`config.mk`:
```
export PLATFORM = sky130hd
export DESIGN_NAME = pc_next_unit
export DESIGN_NICKNAME = d
export VERILOG_FILES = /design/src/rtl/mips_pkg.sv /design/src/rtl/ras_stack.sv /design/src/rtl/pc_next_unit.sv
export SDC_FILE = /design/constraint.sdc
export NUM_CORES = 1
export LEC_CHECK = 0
export BUFFER_PORTS_ARGS = -buffer_cell sky130_fd_sc_hd__buf_2
export CAP_MARGIN = 20
export CORE_UTILIZATION = 40
export CTS_CLUSTER_DIAMETER = 30
export DETAILED_ROUTE_END_ITERATION = 6
export GPL_TIMING_DRIVEN = 0
export PLACE_DENSITY_LB_ADDON = 0.25
export SYNTH_ARGS = -nofsm -noshare
export SYNTH_HDL_FRONTEND = slang
export SYNTH_SLANG_ARGS = --single-unit
```
`constraint.sdc`:
```
create_clock -name clk -period 3.5 [get_ports clk]
set_clock_uncertainty 0.1 [all_clocks]
set_input_delay 0.525 -clock clk [delete_from_list [all_inputs] [get_ports clk]]
set_output_delay 0.525 -clock clk [all_outputs]
set_load 0.05 [all_outputs]
```
`src/rtl/mips_pkg.sv`:
```
// Purpose : shared constants and encodings for the fetch-stage next-PC logic.
// Latency : n/a (types and constants only).
// Backpressure: n/a.
package mips_pkg;

    localparam int               PC_W      = 13;
    localparam logic [PC_W-1:0]  RESET_PC  = 13'h0000;
    localparam int               RAS_DEPTH = 4;

    // Fetch sequencer states.
    typedef enum logic [1:0] {
        ST_BOOT = 2'd0,
        ST_RUN  = 2'd1,
        ST_HOLD = 2'd2
    } state_t;

    // Winning redirect source for the current cycle, highest priority first.
    typedef enum logic [2:0] {
        SRC_NONE   = 3'd0,
        SRC_JR     = 3'd1,
        SRC_JUMP   = 3'd2,
        SRC_BRANCH = 3'd3,
        SRC_PEND   = 3'd4
    } redir_src_t;

endpackage

```
`src/rtl/ras_stack.sv`:
```
// Purpose : circular return-address stack; a push when full overwrites the oldest entry.
// Latency : top_dat is combinational from state; push/pop take effect on the next rising edge.
// Backpressure: none; a pop on an empty stack is ignored, a push and a pop together is a push.
//
// Ports:
//   clk, reset      clock, synchronous active-high reset (empties the stack)
//   push, push_dat  write push_dat as the new top
//   pop             discard the current top
//   top_dat         current top entry (undefined content when empty)
//   empty, full     occupancy flags
module ras_stack #(
    parameter int W     = 13,
    parameter int DEPTH = 4
) (
    input  logic         clk,
    input  logic         reset,
    input  logic         push,
    input  logic [W-1:0] push_dat,
    input  logic         pop,
    output logic [W-1:0] top_dat,
    output logic         empty,
    output logic         full
);

    localparam int PW = (DEPTH > 1) ? $clog2(DEPTH) : 1;
    localparam int CW = $clog2(DEPTH + 1);

    logic [W-1:0]  r_mem [DEPTH];
    logic [PW-1:0] r_sp;     // next slot to write
    logic [CW-1:0] r_cnt;    // live entries, saturates at DEPTH
    logic [PW-1:0] w_sp_inc;
    logic [PW-1:0] w_sp_dec;

    // Explicit wrap so non-power-of-two depths still behave circularly.
    assign w_sp_inc = (r_sp == PW'(DEPTH - 1)) ? '0 : r_sp + PW'(1);
    assign w_sp_dec = (r_sp == '0) ? PW'(DEPTH - 1) : r_sp - PW'(1);

    assign top_dat = r_mem[w_sp_dec];
    assign empty   = (r_cnt == '0);
    assign full    = (r_cnt == CW'(DEPTH));

    always_ff @(posedge clk) begin
        if (reset) begin
            r_sp  <= '0;
            r_cnt <= '0;
        end else if (push) begin
            r_sp <= w_sp_inc;
            if (!full) begin
                r_cnt <= r_cnt + CW'(1);
            end
        end else if (pop && !empty) begin
            r_sp  <= w_sp_dec;
            r_cnt <= r_cnt - CW'(1);
        end
    end

    // Storage needs no reset: occupancy is tracked by r_cnt.
    always_ff @(posedge clk) begin
        if (push) begin
            r_mem[r_sp] <= push_dat;
        end
    end

endmodule

```
`src/rtl/pc_next_unit.sv`:
```
// Purpose : next fetch address select (increment/hold/branch/jump/jr) with redirect latching across holds.
// Latency : pcNext is combinational; flush and fetch_valid are registered (one edge after the cause).
// Backpressure: stall or !imem_ready holds pcNext at pcResult; redirects seen meanwhile are kept pending.
//
// Ports:
//   clk, reset                     clock, synchronous active-high reset
//   pcResult                       current PC register value
//   stall, imem_ready              hold request / instruction memory accept
//   branch_taken, branch_target    taken branch from EX
//   jump, jump_target, jal         J/JAL in decode (jal marks a call)
//   jr, jr_target                  JR in decode with register-file target
//   pcNext                         next PC toward the PC register
//   fetch_valid                    current pcResult is a real fetch
//   flush                          one-cycle pulse: a redirect was applied
//   link_addr                      pcResult+1 for JAL writeback
//
// Optional: define RAS_EN to build a RAS_DEPTH-entry return-address stack that
// predicts JR targets from JAL link addresses.
module pc_next_unit #(
    parameter int                   PC_W      = mips_pkg::PC_W,
    parameter logic [PC_W-1:0]      RESET_PC  = mips_pkg::RESET_PC,
    parameter int                   RAS_DEPTH = mips_pkg::RAS_DEPTH
) (
    input  logic            clk,
    input  logic            reset,
    input  logic [PC_W-1:0] pcResult,
    input  logic            stall,
    input  logic            imem_ready,
    input  logic            branch_taken,
    input  logic [PC_W-1:0] branch_target,
    input  logic            jump,
    input  logic [PC_W-1:0] jump_target,
    input  logic            jal,
    input  logic            jr,
    input  logic [PC_W-1:0] jr_target,
    output logic [PC_W-1:0] pcNext,
    output logic            fetch_valid,
    output logic            flush,
    output logic [PC_W-1:0] link_addr
);

    import mips_pkg::*;

    state_t          r_state;
    state_t          w_state_nxt;
    logic            r_pend_valid;
    logic [PC_W-1:0] r_pend_target;
    logic            r_fetch_valid;
    logic            r_flush;

    logic            w_hold;
    logic            w_live;       // redirects are only meaningful outside BOOT
    logic            w_adv;        // this cycle moves the PC
    logic            w_new_redir;
    redir_src_t      w_src;
    logic [PC_W-1:0] w_jr_eff;
    logic [PC_W-1:0] w_target;

    assign w_hold      = stall | ~imem_ready;
    assign w_live      = (r_state != ST_BOOT);
    assign w_adv       = w_live & ~w_hold;
    assign w_new_redir = w_live & (jr | jump | branch_taken);
    assign link_addr   = pcResult + PC_W'(1);

`ifdef RAS_EN
    logic            w_ras_empty;
    logic            w_ras_full;
    logic [PC_W-1:0] w_ras_top;
    logic            w_push;
    logic            w_pop;
    logic            r_push_done;  // call already pushed while this redirect was held
    logic            r_pop_done;   // return already popped while held; value sits in r_pend_target

    // A held decode keeps jump/jr asserted for many cycles; touch the stack
    // only once per event. jr outranks jal, so a simultaneous pair never pushes.
    assign w_push = w_live & jump & jal & ~jr & ~r_push_done;
    assign w_pop  = w_live & jr & ~w_ras_empty & ~r_pop_done;

    always_comb begin
        w_jr_eff = jr_target;
        if (r_pop_done) begin
            w_jr_eff = r_pend_target;
        end else if (!w_ras_empty) begin
            w_jr_eff = w_ras_top;
        end
    end

    always_ff @(posedge clk) begin
        if (reset || w_adv) begin
            r_push_done <= 1'b0;
            r_pop_done  <= 1'b0;
        end else begin
            if (w_push) r_push_done <= 1'b1;
            if (w_pop)  r_pop_done  <= 1'b1;
        end
    end

    ras_stack #(
        .W     (PC_W),
        .DEPTH (RAS_DEPTH)
    ) u_ras (
        .clk      (clk),
        .reset    (reset),
        .push     (w_push),
        .push_dat (link_addr),
        .pop      (w_pop),
        .top_dat  (w_ras_top),
        .empty    (w_ras_empty),
        .full     (w_ras_full)
    );

    logic w_unused_ras_full;
    assign w_unused_ras_full = w_ras_full;
`else
    logic w_unused_jal;
    assign w_unused_jal = jal;
    assign w_jr_eff     = jr_target;
`endif

    // Redirect source priority and its target address.
    always_comb begin
        w_src    = SRC_NONE;
        w_target = link_addr;
        if (w_live && jr) begin
            w_src    = SRC_JR;
            w_target = w_jr_eff;
        end else if (w_live && jump) begin
            w_src    = SRC_JUMP;
            w_target = jump_target;
        end else if (w_live && branch_taken) begin
            w_src    = SRC_BRANCH;
            w_target = branch_target;
        end else if (w_live && r_pend_valid) begin
            w_src    = SRC_PEND;
            w_target = r_pend_target;
        end
    end

    // State register.
    always_ff @(posedge clk) begin
        if (reset) begin
            r_state <= ST_BOOT;
        end else begin
            r_state <= w_state_nxt;
        end
    end

    // Next-state logic.
    always_comb begin
        w_state_nxt = r_state;
        case (r_state)
            ST_BOOT: w_state_nxt = ST_RUN;
            ST_RUN,
            ST_HOLD: w_state_nxt = w_hold ? ST_HOLD : ST_RUN;
            default: w_state_nxt = ST_BOOT;
        endcase
    end

    // Output logic.
    always_comb begin
        pcNext = w_target;
        if (reset || r_state == ST_BOOT) begin
            pcNext = RESET_PC;
        end else if (w_hold) begin
            pcNext = pcResult;
        end
    end

    // Pending redirect, flush pulse and fetch_valid.
    always_ff @(posedge clk) begin
        if (reset) begin
            r_pend_valid  <= 1'b0;
            r_pend_target <= '0;
            r_fetch_valid <= 1'b0;
            r_flush       <= 1'b0;
        end else begin
            r_flush <= w_adv & (w_src != SRC_NONE);
            if (r_state == ST_BOOT) begin
                r_fetch_valid <= 1'b1;
            end
            if (w_adv) begin
                // Either consumed now or superseded by a newer redirect.
                r_pend_valid <= 1'b0;
            end else if (w_new_redir) begin
                r_pend_valid  <= 1'b1;
                r_pend_target <= w_target;
            end
        end
    end

    assign fetch_valid = r_fetch_valid;
    assign flush       = r_flush;

endmodule
```
### After elaboration in Yosys (flattened, before gate mapping)

Cells that the tools add are included.

* register bits: 18
* latch bits: 0
* memory bits (writable): 0
* bits in read-only memories: 0
* bits of input ports: 60
* output and inout port bits: 28
* word-level logic and storage cells: 40
* memories kept: 0

* add/subtract/negate cells: 1
* multiply operators: 0
* divide/modulo/power cells: 0
* magnitude comparators: 0
* eq/ne operators: 2
* shifts and indexed selects: 0
* multiplexer cells: 12
* bitwise logic cells: 9
* reduce and logical (&&, ||, !) cells: 11

Operator list (number)
* 13-bit two-way mux: 6
* 13-bit by 1-bit adder with 13-bit output, second input constant: 1
* 3-bit two-way mux: 4
* 1-bit logical AND: 4
* 2-bit case mux with 2 select lines: 1
* 2-bit OR reduction: 2
* 1-bit bitwise AND: 3
* 1-bit inverter: 3
* 1-bit OR: 3
* 3-bit nonzero test: 1
* 2-bit by 1-bit == test with 1-bit output, second input constant: 1
* 2-bit == test, second input constant: 1
* 2-bit zero test: 1
* 2-bit two-way mux: 1
* 2-bit AND reduction: 1
* 2-bit nonzero test: 1
* 1-bit logical OR: 1

### Longest topological paths before layout

Gate-level depths: netlist of run 1.

* depth after elaboration: 8
* gate-level depth with buffers: 9
* mapped depth without buffers: 7

### Least setup slack after synthesis of run 1

Ideal clock, no wire load.

* kind: input -> output
* start: input pcResult[0]
* end: output pcNext[10]
* arrival: 3.215 ns
* data required time: 2.875 ns
* slack: -0.340 ns
* stages on the path: 6
* buffers on the path: 0
* cell sequence: ha_1 > nand2_1 > nor3_2 > xor2_1 > o2bb2ai_1 > o31ai_1

* word-level cells in the longest chain between the ends: 7

Ends and longest elaborated chain
* from (decl): RTL line pc_next_unit.sv:26 `input logic [PC_W-1:0] pcResult,`
* 13-bit by 1-bit adder with 13-bit output: RTL line pc_next_unit.sv:63 `assign link_addr = pcResult + PC_W'(1);`
* named net link_addr[10]: RTL line pc_next_unit.sv:39 `output logic [PC_W-1:0] link_addr`
* 13-bit two-way mux: RTL line pc_next_unit.sv:133 `end else if (w_live && r_pend_valid) begin`
* 13-bit two-way mux: RTL line pc_next_unit.sv:130 `end else if (w_live && branch_taken) begin`
* 13-bit two-way mux: RTL line pc_next_unit.sv:127 `end else if (w_live && jump) begin`
* 13-bit two-way mux: RTL line pc_next_unit.sv:124 `if (w_live && jr) begin`
* 13-bit two-way mux: RTL line pc_next_unit.sv:164 `end else if (w_hold) begin`
* 13-bit two-way mux: RTL line pc_next_unit.sv:162 `if (reset || r_state == ST_BOOT) begin`
* to (decl): RTL line pc_next_unit.sv:36 `output logic [PC_W-1:0] pcNext,`

The timed path passes the listed nets, and every way through them passes these cells.

### Worst setup path after layout of run 1

* start: register r_state[0]
* end: output pcNext[8]

* word-level cells in the longest chain between the ends: 8
* elaborated cells on any way between the ends: 13
* those cells by class: mux (6); reduce/logical (7)

Ends and longest elaborated chain
* from (decl): RTL line pc_next_unit.sv:44 `state_t r_state;`
* from (signal assigned): RTL line pc_next_unit.sv:144 `r_state <= w_state_nxt;`
* 2-bit nonzero test: RTL line pc_next_unit.sv:60 `assign w_live = (r_state != ST_BOOT);`
* 1-bit logical AND: RTL line pc_next_unit.sv:133
* 13-bit two-way mux: RTL line pc_next_unit.sv:133
* 13-bit two-way mux: RTL line pc_next_unit.sv:130
* 13-bit two-way mux: RTL line pc_next_unit.sv:127
* 13-bit two-way mux: RTL line pc_next_unit.sv:124
* 13-bit two-way mux: RTL line pc_next_unit.sv:164
* 13-bit two-way mux *: RTL line pc_next_unit.sv:162

Mark *: on every way between the ends. The rest lies on a longest branch, timed or not.

==> results of run 1 <==
==> worst paths after layout <==
check / startpoint / endpoint / slack [ns] / depth (start not counted)
hold / removal: r_pend_target[8] / r_pend_target[8] / 0.37 / 2
hold reg to reg: r_pend_target[8] / r_pend_target[8] / 0.37 / 2
setup reg to reg: r_state[0] / r_pend_target[8] / 1.52 / 8
setup / recovery: r_state[0] / pcNext[8] / 0.51 / 9
==> sequential cells by signal (all words and copies together), names as in the netlist <==
name / count
fetch_valid: 1
flush: 1
r_pend_valid: 1
r_state: 2
r_pend_target: 13
==> placed cells by master, fill, tap and decap left out, types with 2 or more instances in the layout <==
| cell | count |
|---|---|
| a22oi_1 | 2 |
| nor3_2 | 3 |
| nand2_1 | 17 |
| a221oi_1 | 6 |
| nand3_1 | 7 |
| o2bb2ai_1 | 3 |
| and3_1 | 3 |
| dfxtp_1 | 18 |
| a31oi_1 | 2 |
| a21o_1 | 3 |
| clkbuf_1 | 3 |
| buf_6 | 2 |
| buf_2 | 94 |
| clkbuf_8 | 4 |
| o21ai_1 | 3 |
| nor2_2 | 2 |
| o211ai_1 | 2 |
| xor2_1 | 3 |
| o221a_2 | 2 |
| nor2b_1 | 3 |
| a31o_1 | 2 |
| buf_4 | 2 |
| nor4_1 | 3 |
| o31ai_1 | 6 |
| a21oi_1 | 19 |
| inv_1 | 9 |
| ha_1 | 3 |
| nand4_1 | 4 |
| xnor2_1 | 7 |
| o22ai_1 | 3 |
| nor2_1 | 23 |
| a32o_1 | 3 |
| nand2b_1 | 8 |
| nor3_1 | 10 |
| inv_2 | 2 |
| o21ai_0 | 19 |
| a22o_1 | 4 |
==> power by group through the flow <==
stage / sequential [µW] / clock, µW / combinational [µW]
6_report: 253 / 181 / 528
5_1_grt: 257 / 194 / 573
4_1_cts: 252 / 182 / 523
3_5_place_dp: 257 / 0 / 522
3_3_place_gp: 256 / 0 / 518
2_1_floorplan: 261 / 0 / 366
==> tightest hold or removal path: cells and delay by family (launching register included) <==
family,cells,cell delay (ns)
DFF,1,0.32
and+or+nand+nor,1,0.05
AOI/OAI and AO/OA,1,0.06
==> final cells by class <==
type	count	area share, %
flip-flops and latches	18	15.1
multi-input cells	201	56.3
well taps	52	2.73
repair buffers	85	17.8
inverters	11	1.73
clock buffers	4	2.31
plain buffers	16	3.94
==> per-stage QoR <==
step | area [µm²] | worst slack [ns] | std cells | hold WS (ns)
4_1_cts | 2380 | 0.517 | 387 | 0.370
5_1_grt | 2380 | 0.286 | 387 | 0.381
3_3_place_gp | 2330 | 0.591 | 383 | 0.340
6_report | 2380 | 0.510 | 387 | 0.374
2_1_floorplan | 1840 | 0.0561 | 246 | 0.327
3_5_place_dp | 2330 | 0.566 | 383 | 0.359
==> logic make-up after synthesis <==
kind of cell | after synthesis | synth area share [%]
xor gates and xnor gates | 11 | 5.67
muxes | 1 | 0.546
and+or+nand+nor | 96 | 29.6
AOI/OAI and AO/OA | 90 | 35.2
DFF | 18 | 19.7
buffers and inverters | 27 | 7.37
adders and majority gates | 3 | 2.05
==> routing by layer <==
metal / share of wire [%] / vias to the layer above / wire, µm
met5: 0 / - / 0
met2: 46 / 109 / 2990
met3: 9.0 / 9 / 577
li1: - / 1113 / -
met1: 43 / 1029 / 2780
met4: 1.2 / 0 / 80
==> summary.txt, run 1 <==
STA
  – Hold Fails Final Rpt: 0
  – Final Cycle Share: between 80% and 90%
  – Max_slew headroom: a little under two thirds
  – RSZ-0062 raised after global routing: false
  – Final Setup Violations: 0
  – Max Clock Freq: between 0.3 and 0.4 GHz
  – Fin Setup TNS: 0 ns
  – Fin crit period: around 3 ns
  – Slew Viols, Final: 0
  – Worst-margin pin slew: 0.544 ns

Power
  – Lkg Pwr: about 0.0011 µW
  – Seq pwr share: 26.3%
  – Power Density: slightly above 400 mW/mm²
  – Power Total: slightly below 1000 µW
  – Internal power: ~510 µW
  – Clock share of power: 18.8%
  – Combinational power share: a little over half
  – Switching Share: between 40% and 50%
  – Peak supply drop: 0.000253 V
  – Sw Pwr: 452 µW

GRT
  – Most Crowded Layer GR: met2
  – Grt met2 use: between 40% and 50%
  – Largest net degree at the start of global routing: 11
  – Met3 Usage GRT: under 10%
  – Vias in the first global route: 2,164
  – First-pass GRT wire length: approximately 10,000 µm
  – GRT Overall Usage: around 27%
  – Met1 usage: 35.3%
  – Initial antenna violation count: 0
  – Total gr overflow: 0

Yosys
  – Synthesized area: around 0.0018 mm²
  – Top FF cell, synth: dfxtp_1
  – Post-Syn Nets: around 310
  – Most frequent cell after synthesis: nor2_1
  – Synth Warn #: 0
  – Area share of the largest cell type after synthesis: slightly below 20%
  – Dominant cell type by area after synthesis: dfxtp_1
  – Avg Cell Area, Syn: roughly 7.5 µm²
  – Mapped Cells: between 200 and 250
  – Seq/Total Area, Yosys: 19.7%
  – Synth top cells by count: nor2_1, o21ai_0, a21oi_1
  – Distinct cells, synth: around 60
  – Synth area leaders: dfxtp_1, o21ai_0, a21oi_1, nor2_1, nand2_1
  – Number of synthesized flops with an enable pin: 0
  – Yosys reg bits: 18
  – Post-synth ARST share: 0%

Worst setup path
  – CP max stage delay: around 0.41 ns
  – Data arrival time of the critical path: between 2 and 2.5 ns
  – CP most frequent cell: buf_2
  – Crit-path cells: inv_1 -> ha_1 -> buf_2 -> buf_2 -> buf_2 -> nor3_1 -> mux2i_1 -> o21ai_1 -> buf_2
  – CP Class: flip-flop to output pin
  – WP buf/inv: 5
  – Critical path peak fanout: 10
  – Crit-path slowest cell: nor3_1
  – Critical Path End Type: output pin
  – Crit path required time: approximately 2.9 ns
  – Critical path launch point type: flip-flop
  – CP delay by family, top: buffers and inverters

Drt
  – Via count: approximately 2,300
  – Final ANT Viol Nets: 0
  – Drt wl/cell: between 15 and 20 µm
  – Drt via density: between 5 and 6
  – Drt drc: 0
  – DRT Wirelength: approximately 6400 µm
  – Starting DRT DRC Count: a little over 200
  – DR pass1 iterations: 4

Layout
  – Area of the multi-input gates: ~0.0013 mm²
  – Number of diodes: 0
  – Area Growth Syn to Fin: 30.0%
  – Nets: between 300 and 400
  – Register Area: between 300 and 400 µm²
  – Fraction of layout cells with a size suffix above 1: 36.4%
  – Filler cells: approximately 450
  – Final Util: a little over half

CTS
  – Post-CTS setup buffers: 0
  – Worst skew pair latency: 0.27 ns
  – Clock Root Buffer: clkbuf_8
  – Clock sinks: 18
  – Resize count post-CTS: 0
  – Cts-stage hold buffer count: 0
  – CTS Buf Count: 3
  – Worst-path clk slew: approximately 0.080 ns
  – H-tree Lvls: 1
  – CTS tree: yes
  – Clk buf depth: 2

Placed design
  – Number of buffers added on ports: 85
  – Detail Placement HPWL: between 5000 and 6000 µm
  – GP Congestion: 0.894

Worst hold path
  – Hold Crit Class: flip-flop to flip-flop

Run
  – Max-cap viol count: 0

Floorplan
  – Initial core utilization: 41.8%
  – Ports: 88
  – Chip Width: roughly 70 µm
  – Full die area: 0.00486 mm²
  – Core footprint: about 0.0044 mm²
  – FP Rows: 24
  – DIE HEIGHT: approximately 70 µm

Run status
  – Status: finished clean
Note: power is estimated with default switching activity, not from simulation.
==> run 2, diff against run 1 <==
--- a/config.mk
+++ b/config.mk
@@ -7,6 +7,7 @@
 export LEC_CHECK = 0
 export BUFFER_PORTS_ARGS = -buffer_cell sky130_fd_sc_hd__buf_2
 export CAP_MARGIN = 20
+export CORE_ASPECT_RATIO = 0.75
 export CORE_UTILIZATION = 40
 export CTS_CLUSTER_DIAMETER = 30
 export DETAILED_ROUTE_END_ITERATION = 6
==> summary.txt, run 2 (synthesis gave the netlist of run 1 again) <==
CTS
  – Worst skew pair latency: 0.27 ns (about the same)
  – Cts-stage hold buffer count: 0 (unchanged)
  – Resize count post-CTS: 0 (unchanged)
  – Worst-path clk slew: 0.08 ns (about the same)
  – CTS tree: yes (unchanged)
  – Clk buf depth: 2 (unchanged)
  – Clock Root Buffer: clkbuf_8 (unchanged)
  – Clock sinks: 18 (unchanged)
  – CTS Buf Count: 3 (unchanged)
  – H-tree Lvls: 1 (unchanged)
  – Post-CTS setup buffers: 0 (unchanged)

Placed design
  – Number of buffers added on ports: 85 (unchanged)
  – Placed cells: 386 (was 383)
  – Detail Placement HPWL: 5250 µm (was 5150 µm)
  – GP Congestion: 0.894 (unchanged)

Worst hold path
  – Hold Crit Class: flip-flop to flip-flop (unchanged)

Layout
  – Filler cells: 438 (was 452)
  – Most common cell after layout, fill and taps aside: buf_2 (unchanged)
  – Max reg flops: 13 (unchanged)
  – Largest regs: r_pend_target (13), r_state (2) (unchanged)
  – Number of diodes: 0 (unchanged)
  – Area Growth Syn to Fin: 30.2% (was 30.0%)
  – Final cell count without fillers: 390 (was 387)
  – Commonest cells after routing, fill and taps aside: buf_2, nor2_1, a21oi_1, o21ai_0, dfxtp_1 (unchanged)
  – Top reg by flops: r_pend_target (unchanged)
  – Fraction of layout cells with a size suffix above 1: 36.4% (unchanged)
  – Nets: 399 (unchanged)

Drt
  – Starting DRT DRC Count: 240 (was 204)
  – Via count: 2,391 (was 2,260)
  – Drt drc: 2 (was 0)
  – DR pass1 iterations: 7 (was 4)
  – Drt wl/cell: 17.4 µm (was 16.6 µm)
  – DRT Wirelength: 6770 µm (was 6430 µm)
  – Drt via density: 6.13 (was 5.84)
  – Final ANT Viol Nets: 0 (unchanged)

STA
  – Fin Setup TNS: 0 ns (unchanged)
  – Hold Fails Final Rpt: 0 (unchanged)
  – Fin crit period: 3.11 ns (was 2.99 ns)
  – Worst-margin pin slew: 0.590 ns (was 0.544 ns)
  – Max_slew headroom: 60.5% (was 63.8%)
  – Max Clock Freq: 0.321 GHz (was 0.334 GHz)
  – Final Setup Violations: 0 (unchanged)
  – Slew Viols, Final: 0 (unchanged)
  – RSZ-0062 raised after global routing: false (unchanged)
  – Final Cycle Share: 88.9% (was 85.4%)

Floorplan
  – Full die area: 0.00486 mm² (about the same)
  – Initial core utilization: 43.3% (was 41.8%)
  – FP Rows: 20 (was 24)
  – Chip Width: 80.2 µm (was 69.7 µm)
  – Ports: 88 (unchanged)
  – DIE HEIGHT: 60.6 µm (was 69.7 µm)
  – Core footprint: 0.00423 mm² (was 0.00438 mm²)

GRT
  – Largest net degree at the start of global routing: 11 (unchanged)
  – First-pass GRT wire length: 10,300 µm (was 10,400 µm)
  – Vias in the first global route: 2,044 (was 2,164)
  – Initial antenna violation count: 0 (unchanged)
  – Total gr overflow: 0 (unchanged)
  – GRT Overall Usage: 28.1% (was 27.2%)

Power
  – Peak supply drop: 0.000177 V (was 0.000253 V)
  – Power Density: 406 mW/mm² (was 403 mW/mm²)
  – Lkg Pwr: 0.00107 µW (unchanged)

Run
  – Max-cap viol count: 0 (unchanged)

Worst setup path
  – Critical path launch point type: flip-flop (unchanged)
  – Critical path peak fanout: 9 (was 10)
  – CP max stage delay: 0.53 ns (was 0.41 ns)
  – WP buf/inv: 4 (was 5)
  – Data arrival time of the critical path: 2.49 ns (was 2.37 ns)
  – CP most frequent cell: buf_2 (unchanged)
  – Critical Path End Type: output pin (unchanged)
  – Crit-path slowest cell: nor2_1 (was nor3_1)
  – Crit path required time: 2.87 ns (about the same)
  – Crit-path cells: inv_1 -> ha_1 -> buf_2 -> inv_2 -> nand2_1 -> nor2_1 -> a22o_1 -> a31o_1 -> buf_2 (was inv_1 -> ha_1 -> buf_2 -> buf_2 -> buf_2 -> nor3_1 -> mux2i_1 -> o21ai_1 -> buf_2)
  – CP Class: flip-flop to output pin (unchanged)
  – CP delay by family, top: simple AND/OR/NAND/NOR gates (was buffers and inverters)

Run status
  – Status: complete, but fails checks (was finished clean)
  – Violated checks: DRC
[run 2: cell counts in the layout (fill, tap and decap cells not counted)]
No cell type changed its count.
[run 2: power breakdown]
part	switching [µW]	total, µW	internal (µW)	leakage (µW)
combinational	362	536	174	0.000897
clock	78.9	179	100	0.0000288
sequential	16.9	253	236	0.000148
total	458	968	510	0.00107
[run 2: routing by layer]
layer  track usage, %  share of wire (%)  vias up
li1                 -                  -     1108
met1             40.5                 45     1109
met2             44.8                 43      164
met3             4.06                 11       10
met4             6.38               0.71        0
met5                0                  0        -
[run 2: cell type report]
class	count	area, µm²	area share (%)
Multi-Input combinational cell	201	1340	56.2
Timing Repair Buffer	85	425	17.8
Sequential cell	18	360	15.1
Buffer	16	93.8	3.93
Tap cell	55	68.8	2.88
Clock buffer	4	55.1	2.31
Inverter	11	41.3	1.73
[run 2: final timing paths]
kind,startpoint,endpoint,slack (ns),cells past startpoint
worst max-delay path,r_state[0],pcNext[9],0.39,9
worst min-delay path,r_pend_target[8],r_pend_target[8],0.36,2
worst max register to register,r_state[0],r_pend_target[7],1.55,9
worst min register to register,r_pend_target[8],r_pend_target[8],0.36,2
[run 2: per-stage QoR]
step                total power [µW]  area [µm²]  setup WS, ns  hold slack, ns  utilization, %
floorplan                        627        1840        0.0561           0.327               -
global placement                 774        2330         0.557           0.336            55.1
detailed placement               782        2330         0.551           0.343            55.1
CTS                              960        2390         0.440           0.354            56.4
global route                    1010        2390         0.301           0.388            56.4
finish                           968        2390         0.389           0.364            56.4
[run 2: worst reg2reg max path, cell delays in order, from the launching register on]
cell and delay [ns]:
dfxtp_1 0.31, inv_1 0.05, ha_1 0.13, buf_2 0.18, nand2b_1 0.22, clkbuf_1 0.41, nor2_1 0.08, nor4_1 0.27
a21oi_1 0.07, nor2_1 0.09
